$ cat src/rtl/fetch_unit.sv
// ============================================================================
// fetch_unit
//   Instruction fetch stage placed directly in front of `control`. It holds the
//   program counter, fetches 16-bit instructions over a req/ack handshake and
//   keeps the fetched word in an instruction register (IR). The IR fields go to
//   `control`. The jump/halt/branch decisions that come back from `control`
//   pick the next PC.
//
// Ports
//   clk, rst_n           : single rising-edge clock, async active-low reset
//   imem_req/imem_addr   : fetch request and byte address (address = PC)
//   imem_rdata/ack/err   : returned instruction, data valid, access error
//   jump, halt           : control decisions for the instruction in IR
//   branch_control       : 11 = BLT, 10 = BGT, 01 = BEQ, 00 = none
//   cmp_lt/gt/eq         : op1-vs-op2 comparison from the register file
//   stall                : downstream cannot retire the current instruction
//   op_code, func_code   : IR[15:12], IR[3:0]
//   instruction, pc_out  : IR and the PC it was fetched from
//   inst_valid           : IR holds an instruction being executed (EXEC)
//   exc_inst_memory      : sticky instruction-memory exception
//   halted               : terminal HALTED state reached
// ============================================================================
module fetch_unit #(
   parameter int          ADDR_WIDTH           = 16,
   parameter int          INST_WIDTH           = 16,
   parameter int unsigned MEM_BYTES            = 65536,
   parameter int          BRANCH_CONTROL_WIDTH = 2
) (
   input  logic                            clk,
   input  logic                            rst_n,
   // instruction memory
   output logic                            imem_req,
   output logic [ADDR_WIDTH-1:0]           imem_addr,
   input  logic [INST_WIDTH-1:0]           imem_rdata,
   input  logic                            imem_ack,
   input  logic                            imem_err,
   // from control / datapath
   input  logic                            jump,
   input  logic                            halt,
   input  logic [BRANCH_CONTROL_WIDTH-1:0] branch_control,
   input  logic                            cmp_lt,
   input  logic                            cmp_gt,
   input  logic                            cmp_eq,
   input  logic                            stall,
   // decode / status
   output logic [3:0]                      op_code,
   output logic [3:0]                      func_code,
   output logic [INST_WIDTH-1:0]           instruction,
   output logic [ADDR_WIDTH-1:0]           pc_out,
   output logic                            inst_valid,
   output logic                            exc_inst_memory,
   output logic                            halted
);

   typedef enum logic [1:0] {
      IDLE   = 2'd0,
      FETCH  = 2'd1,
      EXEC   = 2'd2,
      HALTED = 2'd3
   } state_e;

   localparam logic [BRANCH_CONTROL_WIDTH-1:0] BR_BLT = BRANCH_CONTROL_WIDTH'(3);
   localparam logic [BRANCH_CONTROL_WIDTH-1:0] BR_BGT = BRANCH_CONTROL_WIDTH'(2);
   localparam logic [BRANCH_CONTROL_WIDTH-1:0] BR_BEQ = BRANCH_CONTROL_WIDTH'(1);

   // One extra bit so a limit equal to 2^ADDR_WIDTH is representable.
   localparam logic [ADDR_WIDTH:0] MEM_LIMIT = (ADDR_WIDTH+1)'(MEM_BYTES);

   state_e                  state_q,  state_d;
   logic [ADDR_WIDTH-1:0]   pc_q,     pc_d;
   logic [ADDR_WIDTH-1:0]   pc_out_q, pc_out_d;
   logic [INST_WIDTH-1:0]   ir_q,     ir_d;
   logic                    exc_q,    exc_d;

   logic [ADDR_WIDTH-1:0]   pc_seq;
   logic [ADDR_WIDTH-1:0]   pc_jump;
   logic [ADDR_WIDTH-1:0]   br_off;
   logic [ADDR_WIDTH-1:0]   pc_next;
   logic                    br_taken;

   // --------------------------------------------------------------------------
   // Next-PC candidates, all modulo 2^ADDR_WIDTH.
   // --------------------------------------------------------------------------
   always_comb begin
      // NOTE: every signal assigned in an always_comb gets a default first so
      // that no path leaves it unassigned, which would infer a latch.
      pc_seq   = pc_q + ADDR_WIDTH'(2);
      // Jump keeps the PC's 8 KiB region (upper bits) and replaces the rest.
      pc_jump  = {pc_q[ADDR_WIDTH-1:13], ir_q[11:0], 1'b0};
      // 4-bit signed halfword offset, sign-extended and scaled to bytes.
      br_off   = {{(ADDR_WIDTH-5){ir_q[3]}}, ir_q[3:0], 1'b0};
      br_taken = ((branch_control == BR_BLT) && cmp_lt) ||
                 ((branch_control == BR_BGT) && cmp_gt) ||
                 ((branch_control == BR_BEQ) && cmp_eq);
      if (jump) begin
         pc_next = pc_jump;
      end else if (br_taken) begin
         pc_next = pc_seq + br_off;
      end else begin
         pc_next = pc_seq;
      end
   end

   // --------------------------------------------------------------------------
   // FSM next-state and register updates.
   // --------------------------------------------------------------------------
   always_comb begin
      state_d  = state_q;
      pc_d     = pc_q;
      pc_out_d = pc_out_q;
      ir_d     = ir_q;
      exc_d    = exc_q;

      unique case (state_q)
         IDLE: begin
            state_d = FETCH;
         end

         FETCH: begin
            if (imem_ack) begin
               if (imem_err) begin
                  exc_d   = 1'b1;
                  state_d = HALTED;
               end else begin
                  ir_d     = imem_rdata;
                  pc_out_d = pc_q;
                  state_d  = EXEC;
               end
            end
         end

         EXEC: begin
            // A stalled instruction is held in place; halt is only honoured
            // once the instruction is actually allowed to retire.
            if (!stall) begin
               if (halt) begin
                  state_d = HALTED;
               end else if ({1'b0, pc_next} >= MEM_LIMIT) begin
                  exc_d   = 1'b1;
                  state_d = HALTED;
               end else begin
                  pc_d    = pc_next;
                  state_d = FETCH;
               end
            end
         end

         HALTED: begin
            // Terminal until reset; all inputs are ignored.
         end

         default: begin
            state_d = IDLE;
         end
      endcase
   end

   // --------------------------------------------------------------------------
   // State registers.
   // --------------------------------------------------------------------------
   // NOTE: sequential state uses non-blocking assignments so every flop samples
   // the pre-edge values, independent of statement order.
   // NOTE: IR and pc_out are ordinary registers (not a memory array) and are
   // reset, since their values are visible on the decode outputs after reset.
   always_ff @(posedge clk or negedge rst_n) begin
      if (!rst_n) begin
         state_q  <= IDLE;
         pc_q     <= '0;
         pc_out_q <= '0;
         ir_q     <= '0;
         exc_q    <= 1'b0;
      end else begin
         state_q  <= state_d;
         pc_q     <= pc_d;
         pc_out_q <= pc_out_d;
         ir_q     <= ir_d;
         exc_q    <= exc_d;
      end
   end

   // --------------------------------------------------------------------------
   // Outputs: decoded purely from registered state, so reset clears them
   // immediately.
   // --------------------------------------------------------------------------
   assign imem_req        = (state_q == FETCH);
   assign imem_addr       = pc_q;
   assign op_code         = ir_q[15:12];
   assign func_code       = ir_q[3:0];
   assign instruction     = ir_q;
   assign pc_out          = pc_out_q;
   assign inst_valid      = (state_q == EXEC);
   assign exc_inst_memory = exc_q;
   assign halted          = (state_q == HALTED);

endmodule

$ cat config.mk
export PLATFORM = sky130hd
export DESIGN_NAME = fetch_unit
export DESIGN_NICKNAME = d
export VERILOG_FILES = /design/src/rtl/fetch_unit.sv
export SDC_FILE = /design/constraint.sdc
export NUM_CORES = 1
export LEC_CHECK = 0
export ABC_AREA = 0
export CAP_MARGIN = 20
export CORE_ASPECT_RATIO = 1.25
export CORE_UTILIZATION = 45
export DETAILED_ROUTE_END_ITERATION = 8
export PLACE_DENSITY = 0.76
export SLEW_MARGIN = 20
export SYNTH_ARGS = -nofsm -noshare
export SYNTH_HDL_FRONTEND = slang
export SYNTH_SLANG_ARGS = --single-unit
$ cat constraint.sdc
create_clock -name clk -period 9.27 [get_ports clk]
set_clock_uncertainty 0.2 [all_clocks]
set_input_delay 1.854 -clock clk [delete_from_list [all_inputs] [get_ports clk]]
set_output_delay 1.854 -clock clk [all_outputs]
set_load 0.01 [all_outputs]
==> reports/metrics.csv <==
metric,value,unit
status,"finished, final reports clean",
dr.max_layer_used,met4,
drive_above_1_share,11.2,%
wire_per_inst,16.1,um
multi_input_area,0.00181,mm2
leakage,1.82,nW
path_buf_inv,0,
syn-cell-area,0.00319,mm2
dpl.hpwl,5.90,mm
rsz0062_at_grt,false,
hold_buffers,0,
ys_seq_area_share,38.4,%
netlist.top_cell.by_area,dfrtp_1,
diodes,0,
peakVddDrop,0.173,mV
cts_buffer_depth,2,
drc_errors,0,
ys_types,49,
antenna_found_initial,0,
fmax,0.257,GHz
regArea,0.00123,mm2
ys_ff_latch,49,
dr_wl_met2,3.97,mm
grt_overflow,0,
setup_viol,0,
worst_pin_slew,0.721,ns
hold_viol,0,
drt-total-wl,7.85,mm
synth_edf_count,0,
ctsResizeCount,0,
p_total,1.50,mW
drt-vias-per-instance,5.70,
synthCells,327,
cts_root_buffer,clkbuf_8,
synth-async-reset-ratio,100,%
cpPeakStageDelay,0.52,ns
initial_core_util,47.7,%
die_height,96.2,um
hold_class,reg -> reg,
synth.top_cell.area_share,38.4,%
utilization,61.9,%
crit_path_top_delay_cell,dfrtp_1,
crit_path_end_kind,register,
syn_area_per_cell,9.76,um2
grt_first_pass_wirelength,12.7,mm
drtIter0Drc,137,
worstSkewPairLatency,0.31,ns
wl_met3,465,um
cts_buffers,5,
ant_nets,0,
crit_family,simple AND/OR/NAND/NOR gates,
fill_cells,582,
die_x,77.3,um
cts.htree.levels,2,
crit_required,9.31,ns
grt_pass1_vias,2713,
top_level_ports,88,
rrSetupSlack,5.37,ns
clkTransAtPathRegs,0.10,ns
fin_tns_setup,0,ns
min_period,3.90,ns
postCtsSetupRepairBufs,0,
cp-start-kind,register,
critPathMaxFanout,8,
crit_chain,and4_1 -> and4_1 -> nand3_1 -> xnor2_1 -> ha_1 -> a21o_1 -> o21bai_1 -> a311o_1 -> or3_1 -> a32oi_1 -> xnor2_1,
io_buffers,85,
ys.warnings.count,0,
grt_max_degree,50,
gp_congestion,0.826,
die_area,0.00744,mm2
cap_violations,0,
coreArea,0.00669,mm2
grt_usage,21.9,%
slew_headroom,51.8,%
synth_ff_type,dfrtp_1,
maxSlewViolCount,0,
dr.pass1.iters,4,
vias,2780,
nNetsFinal,450,
routedLengthMet1,3.20,mm
syn_to_final_growth,29.8,%
power.density,362,mW/mm2
cts.sinks,49,
critical_path_class,reg -> reg,
rows,33,
finalCritPeriodShare,42.0,%
cts_tree,done,
synthTopCellsByArea,"dfrtp_1, mux2_2, ha_1",
worstPathArrival,3.93,ns
==> cell usage after synthesis (2+ instances only) <==
cell / n
dfrtp_1: 49
mux2_2: 30
nand2_1: 28
o21ai_0: 23
a21oi_1: 21
ha_1: 21
xnor2_1: 16
nor2_1: 14
clkbuf_1: 12
a21o_1: 10
buf_4: 10
inv_1: 10
nand3_1: 10
o211ai_1: 7
xor2_1: 6
and3_1: 5
nand4_1: 5
a21boi_0: 4
nor3_1: 4
a31oi_1: 3
and4_1: 3
mux2i_1: 3
a32oi_1: 2
nand2b_1: 2
nand3b_1: 2
o21bai_1: 2
o22ai_1: 2
o31ai_1: 2
==> power breakdown <==
| part | switching [mW] | internal, mW |
|---|---|---|
| logic | 0.446 | 0.491 |
| clock network | 0.0813 | 0.0551 |
| registers | 0.119 | 0.309 |
==> placed cells by master, fill, tap and decap left out, drive strengths merged, types with 5 or more instances in the layout <==
cell / Yosys / layout
clkdlybuf4s50: 0 / 84
dfrtp: 49 / 49
mux2: 30 / 30
nand2: 28 / 28
o21ai: 23 / 23
a21oi: 21 / 21
ha: 21 / 21
xnor2: 16 / 16
nor2: 14 / 14
inv: 10 / 11
nand3: 10 / 10
a21o: 10 / 10
o211ai: 7 / 7
xor2: 6 / 6
and3: 6 / 6
nand4: 5 / 5
clkbuf: 12 / 5
==> worst paths after layout <==
check | start | endpoint | cells after the start
worst max register to register | imem_addr[3] | imem_addr[15] | 11
max in group asynchronous | rst_n | imem_addr[15] | 2
worst min-delay path | exc_inst_memory | exc_inst_memory | 1
worst min register to register | exc_inst_memory | exc_inst_memory | 1
worst max-delay path | imem_addr[3] | imem_addr[15] | 11
min in group asynchronous | rst_n | imem_addr[3] | 2
==> flip-flops by register name, summed over array words and instances (netlist names) <==
register and count:
exc_inst_memory 1, imem_addr 15, instruction 16, pc_out 15, state_q 2
==> cells by family (layout without fill, tap and decap cells) <==
| group | count (synthesis) | in the layout | share of synthesized area, % |
|---|---|---|---|
| AO/OA/AOI/OAI | 88 | 88 | 17.8 |
| AND/OR/NAND/NOR | 79 | 79 | 12.2 |
| flip-flops | 49 | 49 | 38.4 |
| multiplexers | 33 | 33 | 11.5 |
| buffers and inverters | 33 | 106 | 5.10 |
| adder cells (fa/ha/maj) | 22 | 22 | 8.86 |
| XOR/XNOR | 22 | 22 | 6.04 |
| other | 1 | 2 | 0.117 |
==> metal layers <==
layer,track usage (%),vias to the layer above
li1,-,1322
met1,24.1,1343
met2,41.2,98
met3,4.08,17
met4,9.12,0
met5,0,-
==> through the flow <==
step / worst slack (ns) / hold slack [ns] / cell area, um2 / std cells
6_report: 5.37 / 0.289 / 4140 / 488
5_1_grt: 5.19 / 0.303 / 4140 / 488
4_1_cts: 5.39 / 0.296 / 4140 / 488
3_5_place_dp: 5.17 / 0.272 / 4050 / 480
3_3_place_gp: 5.25 / 0.253 / 4050 / 480
2_1_floorplan: 5.95 / 0.300 / 3200 / 328
==> final cells by class <==
type / instances / share of cell area, %
clock inverter: 3 / 0.634
timing repair buffer: 88 / 21.0
sequential: 49 / 29.6
clock buffer: 5 / 1.66
multi-input combinational: 246 / 43.6
inverter: 10 / 0.906
tap: 87 / 2.63
Power figures use the tool's default switching activity.
